==> src/rtl/priority_mux_pkg.sv <==
// Shared definitions for the 6-channel priority mux/demux path.
// Both ends decode the select through sel_to_ch so their channel maps always agree.
package priority_mux_pkg;

    localparam int NUM_CH = 6;
    localparam int SEL_W  = 5;
    localparam int CH_W   = 3;

    // Channel 0 for a zero select, otherwise one above the highest set bit.
    function automatic logic [CH_W-1:0] sel_to_ch(input logic [SEL_W-1:0] sel);
        logic [CH_W-1:0] ch;
        ch = '0;
        for (int i = 0; i < SEL_W; i++) begin
            if (sel[i]) ch = CH_W'(i + 1);
        end
        return ch;
    endfunction

endpackage

==> src/rtl/priority_demux_1to6_if.sv <==
// Input stream, per-channel output streams and debug counters of the 1-to-6 demux.
interface priority_demux_1to6_if
    import priority_mux_pkg::*;
#(
    parameter int WIDTH = 8,
    parameter int CNT_W = 16
);

    logic                      in_valid;
    logic                      in_ready;
    logic [WIDTH-1:0]          in_data;
    logic [SEL_W-1:0]          in_sel;
    logic                      flush;
    logic [NUM_CH-1:0]         out_valid;
    logic [NUM_CH-1:0]         out_ready;
    logic [NUM_CH*WIDTH-1:0]   out_data;
    logic [NUM_CH*CNT_W-1:0]   acc_cnt;

    modport master (
        output in_valid, in_data, in_sel, flush, out_ready,
        input  in_ready, out_valid, out_data, acc_cnt
    );

    modport slave (
        input  in_valid, in_data, in_sel, flush, out_ready,
        output in_ready, out_valid, out_data, acc_cnt
    );

endinterface

==> src/rtl/priority_demux_1to6_sel_decode.sv <==
// Combinational select decode: channel index plus the matching one-hot vector.
module priority_sel_decode
    import priority_mux_pkg::*;
(
    input  logic [SEL_W-1:0]  sel,
    output logic [CH_W-1:0]   ch,
    output logic [NUM_CH-1:0] ch_oh
);

    assign ch = sel_to_ch(sel);

    always_comb begin
        ch_oh = '0;
        for (int i = 0; i < NUM_CH; i++) begin
            ch_oh[i] = (ch == CH_W'(i));
        end
    end

endmodule

==> src/rtl/priority_demux_1to6.sv <==
// Buffered 1-to-6 priority demux: one holding register per channel, so a stalled
// consumer only back-pressures beats addressed to its own channel.
module priority_demux_1to6
    import priority_mux_pkg::*;
#(
    parameter int WIDTH = 8,
    parameter int CNT_W = 16
) (
    input  logic                 clk,
    input  logic                 rst_n,
    priority_demux_1to6_if.slave bus
);

    logic [CH_W-1:0]   ch;
    logic [NUM_CH-1:0] ch_oh;
    logic [NUM_CH-1:0] full;
    logic [NUM_CH-1:0] push_oh;
    logic              push;

    priority_sel_decode u_sel_decode (
        .sel   (bus.in_sel),
        .ch    (ch),
        .ch_oh (ch_oh)
    );

    // One-hot select keeps an X select harmless once in_valid gates the push.
    assign bus.in_ready = !bus.flush && (|(ch_oh & (~full | bus.out_ready)));
    assign push         = bus.in_valid && bus.in_ready;
    assign push_oh      = ch_oh & {NUM_CH{push}};

    for (genvar k = 0; k < NUM_CH; k++) begin : g_ch
        logic             full_q;
        logic [WIDTH-1:0] buf_q;
        logic [CNT_W-1:0] cnt_q;

        // A push wins over pop and flush; flush never coincides with a push.
        always_ff @(posedge clk or negedge rst_n) begin
            if (!rst_n) begin
                full_q <= 1'b0;
                buf_q  <= '0;
                cnt_q  <= '0;
            end else if (push_oh[k]) begin
                full_q <= 1'b1;
                buf_q  <= bus.in_data;
                cnt_q  <= cnt_q + 1'b1;
            end else if (bus.flush || bus.out_ready[k]) begin
                full_q <= 1'b0;
            end
        end

        assign full[k]                         = full_q;
        assign bus.out_valid[k]                = full_q;
        assign bus.out_data[k*WIDTH +: WIDTH]  = buf_q;
        assign bus.acc_cnt[k*CNT_W +: CNT_W]   = cnt_q;
    end

endmodule

==> src/flat_wrapper.sv <==
// flat-port wrapper written by rule: the top's interface ports become plain ports
module priority_demux_1to6_flat import priority_mux_pkg::*;
#(
    parameter int WIDTH = 8,
    parameter int CNT_W = 16
)
  (clk, rst_n, bus_in_valid, bus_in_data, bus_in_sel, bus_flush, bus_out_ready, bus_in_ready, bus_out_valid, bus_out_data, bus_acc_cnt);
  priority_demux_1to6_if #(.WIDTH(WIDTH), .CNT_W(CNT_W)) bus_i ();
  input  logic clk;
  input  logic rst_n;
  input wire logic [$bits(bus_i.in_valid)-1:0] bus_in_valid;
  input wire logic [$bits(bus_i.in_data)-1:0] bus_in_data;
  input wire logic [$bits(bus_i.in_sel)-1:0] bus_in_sel;
  input wire logic [$bits(bus_i.flush)-1:0] bus_flush;
  input wire logic [$bits(bus_i.out_ready)-1:0] bus_out_ready;
  output wire logic [$bits(bus_i.in_ready)-1:0] bus_in_ready;
  output wire logic [$bits(bus_i.out_valid)-1:0] bus_out_valid;
  output wire logic [$bits(bus_i.out_data)-1:0] bus_out_data;
  output wire logic [$bits(bus_i.acc_cnt)-1:0] bus_acc_cnt;
  assign bus_i.in_valid = bus_in_valid;
  assign bus_i.in_data = bus_in_data;
  assign bus_i.in_sel = bus_in_sel;
  assign bus_i.flush = bus_flush;
  assign bus_i.out_ready = bus_out_ready;
  assign bus_in_ready = bus_i.in_ready;
  assign bus_out_valid = bus_i.out_valid;
  assign bus_out_data = bus_i.out_data;
  assign bus_acc_cnt = bus_i.acc_cnt;
  priority_demux_1to6 #(.WIDTH(WIDTH), .CNT_W(CNT_W)) u_core (.clk(clk), .rst_n(rst_n), .bus(bus_i));
endmodule
==> config.mk <==
export PLATFORM = sky130hd
export DESIGN_NAME = priority_demux_1to6_flat
export DESIGN_NICKNAME = d
export VERILOG_FILES = /design/src/rtl/priority_mux_pkg.sv /design/src/rtl/priority_demux_1to6_if.sv /design/src/rtl/priority_demux_1to6_sel_decode.sv /design/src/rtl/priority_demux_1to6.sv /design/src/flat_wrapper.sv
export SDC_FILE = /design/constraint.sdc
export NUM_CORES = 1
export LEC_CHECK = 0
export CORE_MARGIN = 2
export CORE_UTILIZATION = 30
export DETAILED_ROUTE_END_ITERATION = 7
export HOLD_SLACK_MARGIN = 0.06
export PLACE_DENSITY = 0.6
export SLEW_MARGIN = 15
export SYNTH_ARGS = -nofsm -noshare
export SYNTH_HDL_FRONTEND = slang
export SYNTH_SLANG_ARGS = --single-unit
==> constraint.sdc <==
create_clock -name clk -period 2.5 [get_ports clk]
set_input_delay 0.25 -clock clk [delete_from_list [all_inputs] [get_ports clk]]
set_output_delay 0.25 -clock clk [all_outputs]
set_load 0.02 [all_outputs]
==> flow_summary.json, run 1 <==
{
  "std_cell_rows": 54,
  "netlist_area_um2": 6670,
  "slew_headroom_pct": 57.2,
  "syn_avg_cell_area_um2": 12.3,
  "postSynthCellCount": 543,
  "hold_viol_final": 0,
  "cts_tree": "built",
  "min_period_ns": 2.28,
  "crit_start": "bus_in_sel[4]",
  "multi_input_area_um2": 2730,
  "dr.pass1.iters": 4,
  "final_cell_count_no_fill": 1056,
  "track_usage_pct": 15.8,
  "vias": 4966,
  "pre_cts_slack_ns": -0.221,
  "die_area_um2": 23400,
  "outcome": "complete, no violations",
  "die_y_um": 153,
  "place_inst": 1023,
  "place_area_um2": 9010,
  "clock-sinks": 150,
  "timing.final.ws_setup_ns": 0.219,
  "synthDistinctLibCells": 35,
  "initialDrtViolationCount": 199,
  "r2r_cells": 8,
  "hpwl_mm": 13.0,
  "ys_ff_latch": 150,
  "yosysSeqAreaShare_pct": 56.3,
  "swShare_pct": 28.4,
  "final_nets": 792,
  "netlist_top_cells_area": "dfrtp_1 (56%), mux2_2 (8.3%), xor2_1 (6.7%)",
  "syn_to_final_growth_pct": 45.0,
  "setup_viol": 0,
  "peakVddDrop_mv": 0.482,
  "diodes": 0,
  "pwr-share-comb_pct": 19.3,
  "fmax_mhz": 438,
  "gp_congestion": 0.761,
  "overflow": 0,
  "synth_top_cell_by_area": "dfrtp_1",
  "start_kind": "primary input",
  "root_buffer": "clkbuf_16",
  "die-width_um": 153,
  "fin_crit_sh_pct": 91.2,
  "synth_fp_nets": 572,
  "holdWs_ns": 0.407,
  "p_int_mw": 5.06,
  "fillerInstances": 2026,
  "final_area_um2": 9670,
  "grt_pass1_vias": 5183,
  "port_buffers": 173,
  "clkPwrFrac_pct": 39.8,
  "final_layout_size_suffix_gt1_share_pct": 19.3,
  "cts_buffers": 17,
  "p_per_area_nw_per_um2": 731,
  "grt_first_pass_wirelength_mm": 29.1,
  "drv_slew": 0,
  "crit_path_end_kind": "output port",
  "final_common_cell": "clkdlybuf4s50_1",
  "worst_clock_skew_ns": 0.00857,
  "insertion_delay_ns": 0.42,
  "p_total_mw": 7.07,
  "crit_fanout": 5,
  "power_frac_seq_pct": 40.8,
  "critPathRequiredTime_ns": 2.25,
  "detail-route-antenna-nets": 0,
  "rsz0062_at_grt": "false",
  "drt-total-wl_mm": 17.9,
  "cap_viol_max_count": 0,
  "cts.path.max_buffers": 2,
  "grt_max_degree": 68,
  "viasPerCell": 4.70,
  "initial_core_util_pct": 30.6,
  "synth_top_area_share_pct": 56.3,
  "p_switching_mw": 2.01,
  "antenna_found_initial": 0,
  "cellLeakagePower_nw": 4.35,
  "final_cell_mix": "clkdlybuf4s50_1 (171), dfrtp_1 (150), xor2_1 (51)",
  "drc": 0,
  "ys_warn_count": 0,
  "critPathKind": "primary input to output port",
  "ctsHtreeMaxLevel": 4,
  "wl_per_cell_um": 16.9,
  "boundaryPins": 174,
  "timing_worst_slew_pin_value_ns": 0.641,
  "reg2reg_from": "u_core.g_ch[5].full_q$_DFFE_PN0P_",
  "worstPathArrival_ns": 2.03,
  "seq_area_um2": 3750,
  "clkTransAtPathRegs_ns": 0.07,
  "coreArea_um2": 21800,
  "hold_class": "primary input to asynchronous set/reset pin"
}
[sequential cells by signal, indices dropped and copies added (netlist names)]
signal and cells:
u_core.g_ch.cnt_q 96, u_core.g_ch.buf_q 48, u_core.g_ch.full_q 6
[kinds of logic (layout without fill, tap and decap cells)]
logic type / count (synthesis) / after routing / share of synthesized area (%)
simple gates: 200 / 200 / 17.5
flops: 150 / 150 / 56.3
mux: 54 / 54 / 9.12
xor+xnor: 90 / 90 / 11.8
compound gates: 10 / 10 / 1.07
fa+ha+maj: 6 / 6 / 1.13
buf+inv: 33 / 266 / 3.04
[repair_timing]
action | in CTS | in global routing
hold buffers | 1 | 0
setup endpoints to repair | 1 | 1
hold endpoints to repair | 64 | 0
buffers inserted | 0 | 0
resized for setup | 2 | 2
[metrics by stage]
step                      TNS [ns]  util [%]
after floorplan                  0         -
after global placement       -6.90      41.3
after detailed placement     -9.84      41.3
after CTS                        0      44.3
after global routing             0      44.3
final                            0      44.3
[worst max-delay path, stage by stage]
cell and delay [ns]:
clkdlybuf4s50_1 0.49, buf_4 0.20, nor4b_4 0.30, a22oi_1 0.18, and4_2 0.23, nor2_1 0.17
clkbuf_2 0.21
[power by group through the flow]
stage                     registers (mW)  clock network [mW]  logic [mW]
after floorplan                     3.19                   0       0.345
after global placement              2.91                   0        1.38
after detailed placement            2.92                   0        1.38
after CTS                           2.89                2.90        1.39
after global routing                2.92                3.00        1.47
final                               2.89                2.81        1.37
[metal layers]
| metal | vias to the layer above | global-route usage (%) | part of all wire, % |
|---|---|---|---|
| li1 | 2375 | - | - |
| met1 | 2441 | 20.4 | 45 |
| met2 | 141 | 24.0 | 45 |
| met3 | 9 | 7.12 | 8.9 |
| met4 | 0 | 4.23 | 0.69 |
| met5 | - | 0 | 0 |
[final cells by class]
type | count | area share [%]
clock inverters | 15 | 2.23
repair buffers | 226 | 22.4
clock buffers | 17 | 4.40
flip-flops and latches | 150 | 38.8
inverters | 8 | 0.311
multi-input cells | 360 | 28.2
well taps | 280 | 3.62
[synth_stat cells]
master	count
a22oi_1	2
a41oi_1	1
a41oi_2	1
and2_1	3
and3_1	13
and4_1	3
and4bb_2	1
buf_2	6
buf_4	7
buf_6	6
clkbuf_1	6
dfrtp_1	150
ha_1	6
inv_1	8
mux2_1	5
mux2_2	49
nand2_1	31
nand2b_1	8
nand3_1	37
nand4_1	34
nor2_1	12
nor2b_1	2
nor3_1	15
nor3b_1	1
nor3b_2	1
nor4_1	26
nor4_2	7
nor4b_1	2
nor4b_4	1
o21ai_0	5
o22ai_1	1
or2_2	1
or4_1	2
xnor2_1	39
xor2_1	51
[path summary, 6_finish.rpt]
kind,end,slack [ns]
max,bus_in_ready,0.22
min,u_core.g_ch[2].buf_q[2]$_DFFE_PN0P_,0.41
max reg2reg,u_core.g_ch[0].buf_q[2]$_DFFE_PN0P_,0.43
min reg2reg,u_core.g_ch[5].cnt_q[15]$_DFFE_PN0P_,0.47
max in group asynchronous,u_core.g_ch[4].cnt_q[1]$_DFFE_PN0P_,1.35
min in group clk,u_core.g_ch[5].cnt_q[15]$_DFFE_PN0P_,0.47
No activity file was read; power rests on OpenSTA's default activity.
==> inputs of run 2 (changes only) <==
Settings changed: CORE_UTILIZATION 30 to 49, GPL_TIMING_DRIVEN set to 1, PLACE_DENSITY 0.6 to 0.86.
==> flow_summary.json, run 2 (synthesis gave the netlist of run 1 again) <==
{
  "track_usage_pct": 25.3,
  "vias": 5135,
  "boundaryPins": 174,
  "power_frac_seq_pct": 42.4,
  "clkPwrFrac_pct": 37.5,
  "clkTransAtPathRegs_ns": 0.06,
  "crit_fanout": 6,
  "hold_class": "primary input to asynchronous set/reset pin",
  "rsz0062_at_grt": "false",
  "drt-total-wl_mm": 17.3,
  "outcome": "complete, no violations",
  "largest-register": "u_core.g_ch.cnt_q",
  "min_period_ns": 2.40,
  "hpwl_mm": 12.3,
  "gp_congestion": 0.863,
  "crit_path_end_kind": "output port",
  "critPathRequiredTime_ns": 2.25,
  "std_cell_rows": 42,
  "initialDrtViolationCount": 308,
  "port_buffers": 173,
  "p_switching_mw": 1.90,
  "clock-sinks": 150,
  "cts_tree": "built",
  "ctsHtreeMaxLevel": 4,
  "critPathKind": "primary input to output port",
  "fin_crit_sh_pct": 96.0,
  "final_nets": 776,
  "pwr-share-comb_pct": 20.1,
  "coreArea_um2": 13200,
  "swShare_pct": 27.8,
  "syn_to_final_growth_pct": 41.5,
  "cap_viol_max_count": 0,
  "cts_setup_buffers": 0,
  "root_buffer": "clkbuf_16",
  "p_int_mw": 4.94,
  "largest_register_ffs": 96,
  "drv_slew": 0,
  "die_y_um": 121,
  "wl_per_cell_um": 18.5,
  "grt_pass1_vias": 5369,
  "die_area_um2": 14600,
  "timing.final.ws_setup_ns": 0.101,
  "tns_ns": 0,
  "die-width_um": 121,
  "worstPathArrival_ns": 2.15,
  "overflow": 0,
  "timing_worst_slew_pin_value_ns": 0.506,
  "setup_viol": 0,
  "worst_clock_skew_ns": 0.00402,
  "hold_viol_final": 0,
  "detail-route-antenna-nets": 0,
  "grt_first_pass_wirelength_mm": 28.5,
  "cts.path.max_buffers": 2,
  "drc": 0,
  "initial_core_util_pct": 50.3,
  "grt_max_degree": 58,
  "pre_cts_slack_ns": -0.141,
  "p_per_area_nw_per_um2": 725,
  "final_layout_size_suffix_gt1_share_pct": 17.4,
  "antenna_found_initial": 0,
  "dr.pass1.iters": 4,
  "insertion_delay_ns": 0.41,
  "slew_headroom_pct": 66.2,
  "final_cell_mix": "clkdlybuf4s50_1 (171), dfrtp_1 (150), xor2_1 (51)",
  "diodes": 0,
  "fmax_mhz": 417,
  "cts_buffers": 17,
  "viasPerCell": 5.49,
  "cellLeakagePower_nw": 4.28,
  "peakVddDrop_mv": 0.593,
  "final_common_cell": "clkdlybuf4s50_1",
  "reg.largest.list": "u_core.g_ch.cnt_q x96, u_core.g_ch.buf_q x48, u_core.g_ch.full_q x6",
  "start_kind": "primary input"
}
[run 2: cell type report]
| cell class | instances | area [um2] |
|---|---|---|
| fill | 912 | 3810 |
| timing repair buffer | 210 | 2100 |
| clock inverter | 10 | 119 |
| multi-input combinational | 360 | 2730 |
| clock buffer | 22 | 484 |
| sequential | 150 | 3750 |
| inverter | 8 | 30.0 |
| tap | 176 | 220 |
[run 2: final timing paths]
check                                                startpoint                              endpoint  slack (ns)  depth (start not counted)
hold / removal                                            rst_n   u_core.g_ch[2].cnt_q[0]$_DFFE_PN0P_        0.34                          2
setup reg to reg              u_core.g_ch[5].full_q$_DFFE_PN0P_   u_core.g_ch[0].buf_q[3]$_DFFE_PN0P_        0.48                          7
max in group asynchronous                                 rst_n   u_core.g_ch[4].cnt_q[2]$_DFFE_PN0P_        1.46                          3
hold reg to reg            u_core.g_ch[0].cnt_q[15]$_DFFE_PN0P_  u_core.g_ch[0].cnt_q[15]$_DFFE_PN0P_        0.48                          1
min in group clk           u_core.g_ch[0].cnt_q[15]$_DFFE_PN0P_  u_core.g_ch[0].cnt_q[15]$_DFFE_PN0P_        0.48                          1
setup / recovery                                  bus_in_sel[4]                          bus_in_ready        0.10                          7
[run 2: power by group through the flow]
stage | logic, mW | registers, mW | clock network, mW
floorplan | 0.345 | 3.19 | 0
global placement | 1.34 | 2.91 | 0
detailed placement | 1.37 | 2.93 | 0
CTS | 1.39 | 2.90 | 2.60
global route | 1.46 | 2.93 | 2.72
finish | 1.38 | 2.90 | 2.56
[run 2: per-stage QoR]
step | cell area (um2) | hold slack (ns) | cells | utilization (%) | power [mW]
5_1_grt | 9430 | 0.376 | 936 | 71.2 | 7.12
6_report | 9430 | 0.344 | 936 | 71.2 | 6.84
4_1_cts | 9430 | 0.360 | 936 | 71.2 | 6.89
2_1_floorplan | 6670 | -0.0456 | 543 | - | 3.54
3_5_place_dp | 8810 | 0.239 | 903 | 66.6 | 4.30
3_3_place_gp | 8810 | 0.230 | 903 | 66.6 | 4.25
[run 2: worst max-delay path, cell delays in order]
cell and delay [ns]:
clkdlybuf4s50_1 0.58, buf_4 0.20, nor2b_1 0.06, a22oi_1 0.32
and4_2 0.33, nor2_1 0.07, dlygate4sd2_1 0.32
[run 2: repair_timing]
item                       in CTS  in global routing
hold endpoints to repair       50                  0
gates resized for setup         2                  0
setup endpoints to repair       1                  0
hold buffers                    1                  0
[run 2: per-layer routing]
metal	vias to the layer above	track usage, %	share of wire, %
li1	2344	-	-
met1	2574	30.8	40
met2	185	40.9	49
met3	32	10.0	8.5
met4	0	8.87	2.0
met5	-	0	0
==> inputs of run 3 (changes only) <==
Settings changed: RECOVER_POWER set to 50.
==> flow_summary.json, run 3 (synthesis gave the netlist of run 1 again) <==
{
  "outcome": "complete, no violations",
  "r2r_cells": 7,
  "met3RoutedLength_mm": 1.52,
  "tns_ns": 0,
  "vias": 5188,
  "rr_endpoint": "u_core.g_ch[0].buf_q[4]$_DFFE_PN0P_",
  "hold_viol_final": 0,
  "port_buffers": 173,
  "ctsHtreeMaxLevel": 4,
  "reg2reg_from": "u_core.g_ch[5].full_q$_DFFE_PN0P_",
  "final_cell_count_no_fill": 936,
  "grt_first_pass_wirelength_mm": 28.5,
  "critPathKind": "primary input to output port",
  "crit_path_end_kind": "output port",
  "cap_viol_max_count": 0,
  "grt_max_degree": 58,
  "slew_headroom_pct": 11.7,
  "drv_slew": 0,
  "worstPathArrival_ns": 2.14,
  "viasPerCell": 5.54,
  "holdWs_ns": 0.471,
  "min_period_ns": 2.39,
  "cellLeakagePower_nw": 4.44,
  "hpwl_mm": 12.3,
  "final_cell_mix": "dfrtp_1 (150), clkdlybuf4s50_1 (96), dlygate4sd3_1 (76)",
  "fin_crit_sh_pct": 95.5,
  "clkTransAtPathRegs_ns": 0.06,
  "clock-sinks": 150,
  "power_frac_seq_pct": 42.7,
  "root_buffer": "clkbuf_16",
  "crit_fanout": 6,
  "cts_buffers": 17,
  "reg.largest.list": "u_core.g_ch.cnt_q x96, u_core.g_ch.buf_q x48, u_core.g_ch.full_q x6",
  "wl_met1_mm": 6.85,
  "initialDrtViolationCount": 352,
  "largest-register": "u_core.g_ch.cnt_q",
  "track_usage_pct": 25.3,
  "fmax_mhz": 419,
  "hold_class": "register to register",
  "std_cell_rows": 42,
  "cts_setup_buffers": 0,
  "grt_pass1_vias": 5369,
  "detail-route-antenna-nets": 0,
  "crit_start": "bus_in_sel[4]",
  "place_area_um2": 8810,
  "coreArea_um2": 13200,
  "insertion_delay_ns": 0.42,
  "final_layout_size_suffix_gt1_share_pct": 17.4,
  "diodes": 0,
  "endpoint": "bus_in_ready",
  "cts.path.max_buffers": 2,
  "setup_viol": 0,
  "p_switching_mw": 1.90,
  "swShare_pct": 28.0,
  "syn_to_final_growth_pct": 41.2,
  "p_per_area_nw_per_um2": 720,
  "cts_tree": "built",
  "final_core_util_pct": 71.1,
  "fillerInstances": 916,
  "gp_congestion": 0.863,
  "multi_input_area_um2": 2730,
  "final_nets": 776,
  "place_inst": 903,
  "start_kind": "primary input",
  "final_area_um2": 9410,
  "seq_area_um2": 3750,
  "die_y_um": 121,
  "die_area_um2": 14600,
  "clkPwrFrac_pct": 37.9,
  "boundaryPins": 174,
  "largest_register_ffs": 96,
  "rsz0062_at_grt": "false",
  "antenna_found_initial": 0,
  "peakVddDrop_mv": 0.588,
  "wl_per_cell_um": 18.5,
  "pwr-share-comb_pct": 19.5,
  "final_common_cell": "dfrtp_1",
  "timing_worst_slew_pin_value_ns": 1.32,
  "initial_core_util_pct": 50.3,
  "overflow": 0,
  "drt-total-wl_mm": 17.3,
  "reg2reg_slack_ns": 0.47,
  "top_layer": "met4",
  "p_int_mw": 4.88,
  "dr.pass1.iters": 5,
  "critPathRequiredTime_ns": 2.25,
  "wl_met2_mm": 8.59,
  "drc": 0,
  "worst_clock_skew_ns": 0.00495,
  "die-width_um": 121
}
[run 3: how the worst min path moves through the flow]
stage                                    startpoint                              endpoint  slack [ns]  cells after the start
3_3_place_gp                                  rst_n   u_core.g_ch[2].cnt_q[6]$_DFFE_PN0P_        0.23                      1
6_report       u_core.g_ch[4].cnt_q[15]$_DFFE_PN0P_  u_core.g_ch[4].cnt_q[15]$_DFFE_PN0P_        0.47                      1
5_1_grt        u_core.g_ch[3].cnt_q[15]$_DFFE_PN0P_  u_core.g_ch[3].cnt_q[15]$_DFFE_PN0P_        0.49                      1
2_1_floorplan                                 rst_n   u_core.g_ch[0].buf_q[0]$_DFFE_PN0P_       -0.05                      0
3_5_place_dp                                  rst_n   u_core.g_ch[2].cnt_q[0]$_DFFE_PN0P_        0.24                      1
4_1_cts                                       rst_n   u_core.g_ch[2].buf_q[5]$_DFFE_PN0P_        0.36                      2
[run 3: critical path, stage by stage]
cell and delay, ns:
clkdlybuf4s50_1 0.58, buf_4 0.20, nor2b_1 0.06, a22oi_1 0.32
and4_2 0.33, nor2_1 0.07, dlygate4sd2_1 0.32
[run 3: stage by stage]
step | worst slack (ns) | power [mW]
floorplan | 0.464 | 3.54
global placement | -0.113 | 4.25
detailed placement | -0.141 | 4.30
CTS | 0.168 | 6.89
global route | 0.0585 | 7.05
finish | 0.112 | 6.78
[run 3: timing repair]
item	in CTS	in global routing
hold buffers	1	0
resized for setup	2	0
endpoints found under the setup margin	1	0
endpoints found under the hold margin	50	0
[run 3: power groups by stage]
stage | registers, mW | clock network, mW | logic [mW]
6_report | 2.89 | 2.57 | 1.32
5_1_grt | 2.93 | 2.72 | 1.40
4_1_cts | 2.90 | 2.60 | 1.39
3_5_place_dp | 2.93 | 0 | 1.37
3_3_place_gp | 2.91 | 0 | 1.34
2_1_floorplan | 3.19 | 0 | 0.345
[run 3: routing by layer]
layer,vias to the layer above,global-route usage (%)
met3,32,10.0
met4,0,8.87
li1,2349,-
met5,-,0
met2,208,40.9
met1,2599,30.8
[run 3: area by class of cell]
type,instances,area share [%]
Tap cell,176,2.34
Inverter,8,0.319
Timing Repair Buffer,210,22.1
Clock inverter,10,1.26
Sequential cell,150,39.9
Multi-Input combinational cell,360,29.0
Clock buffer,22,5.14
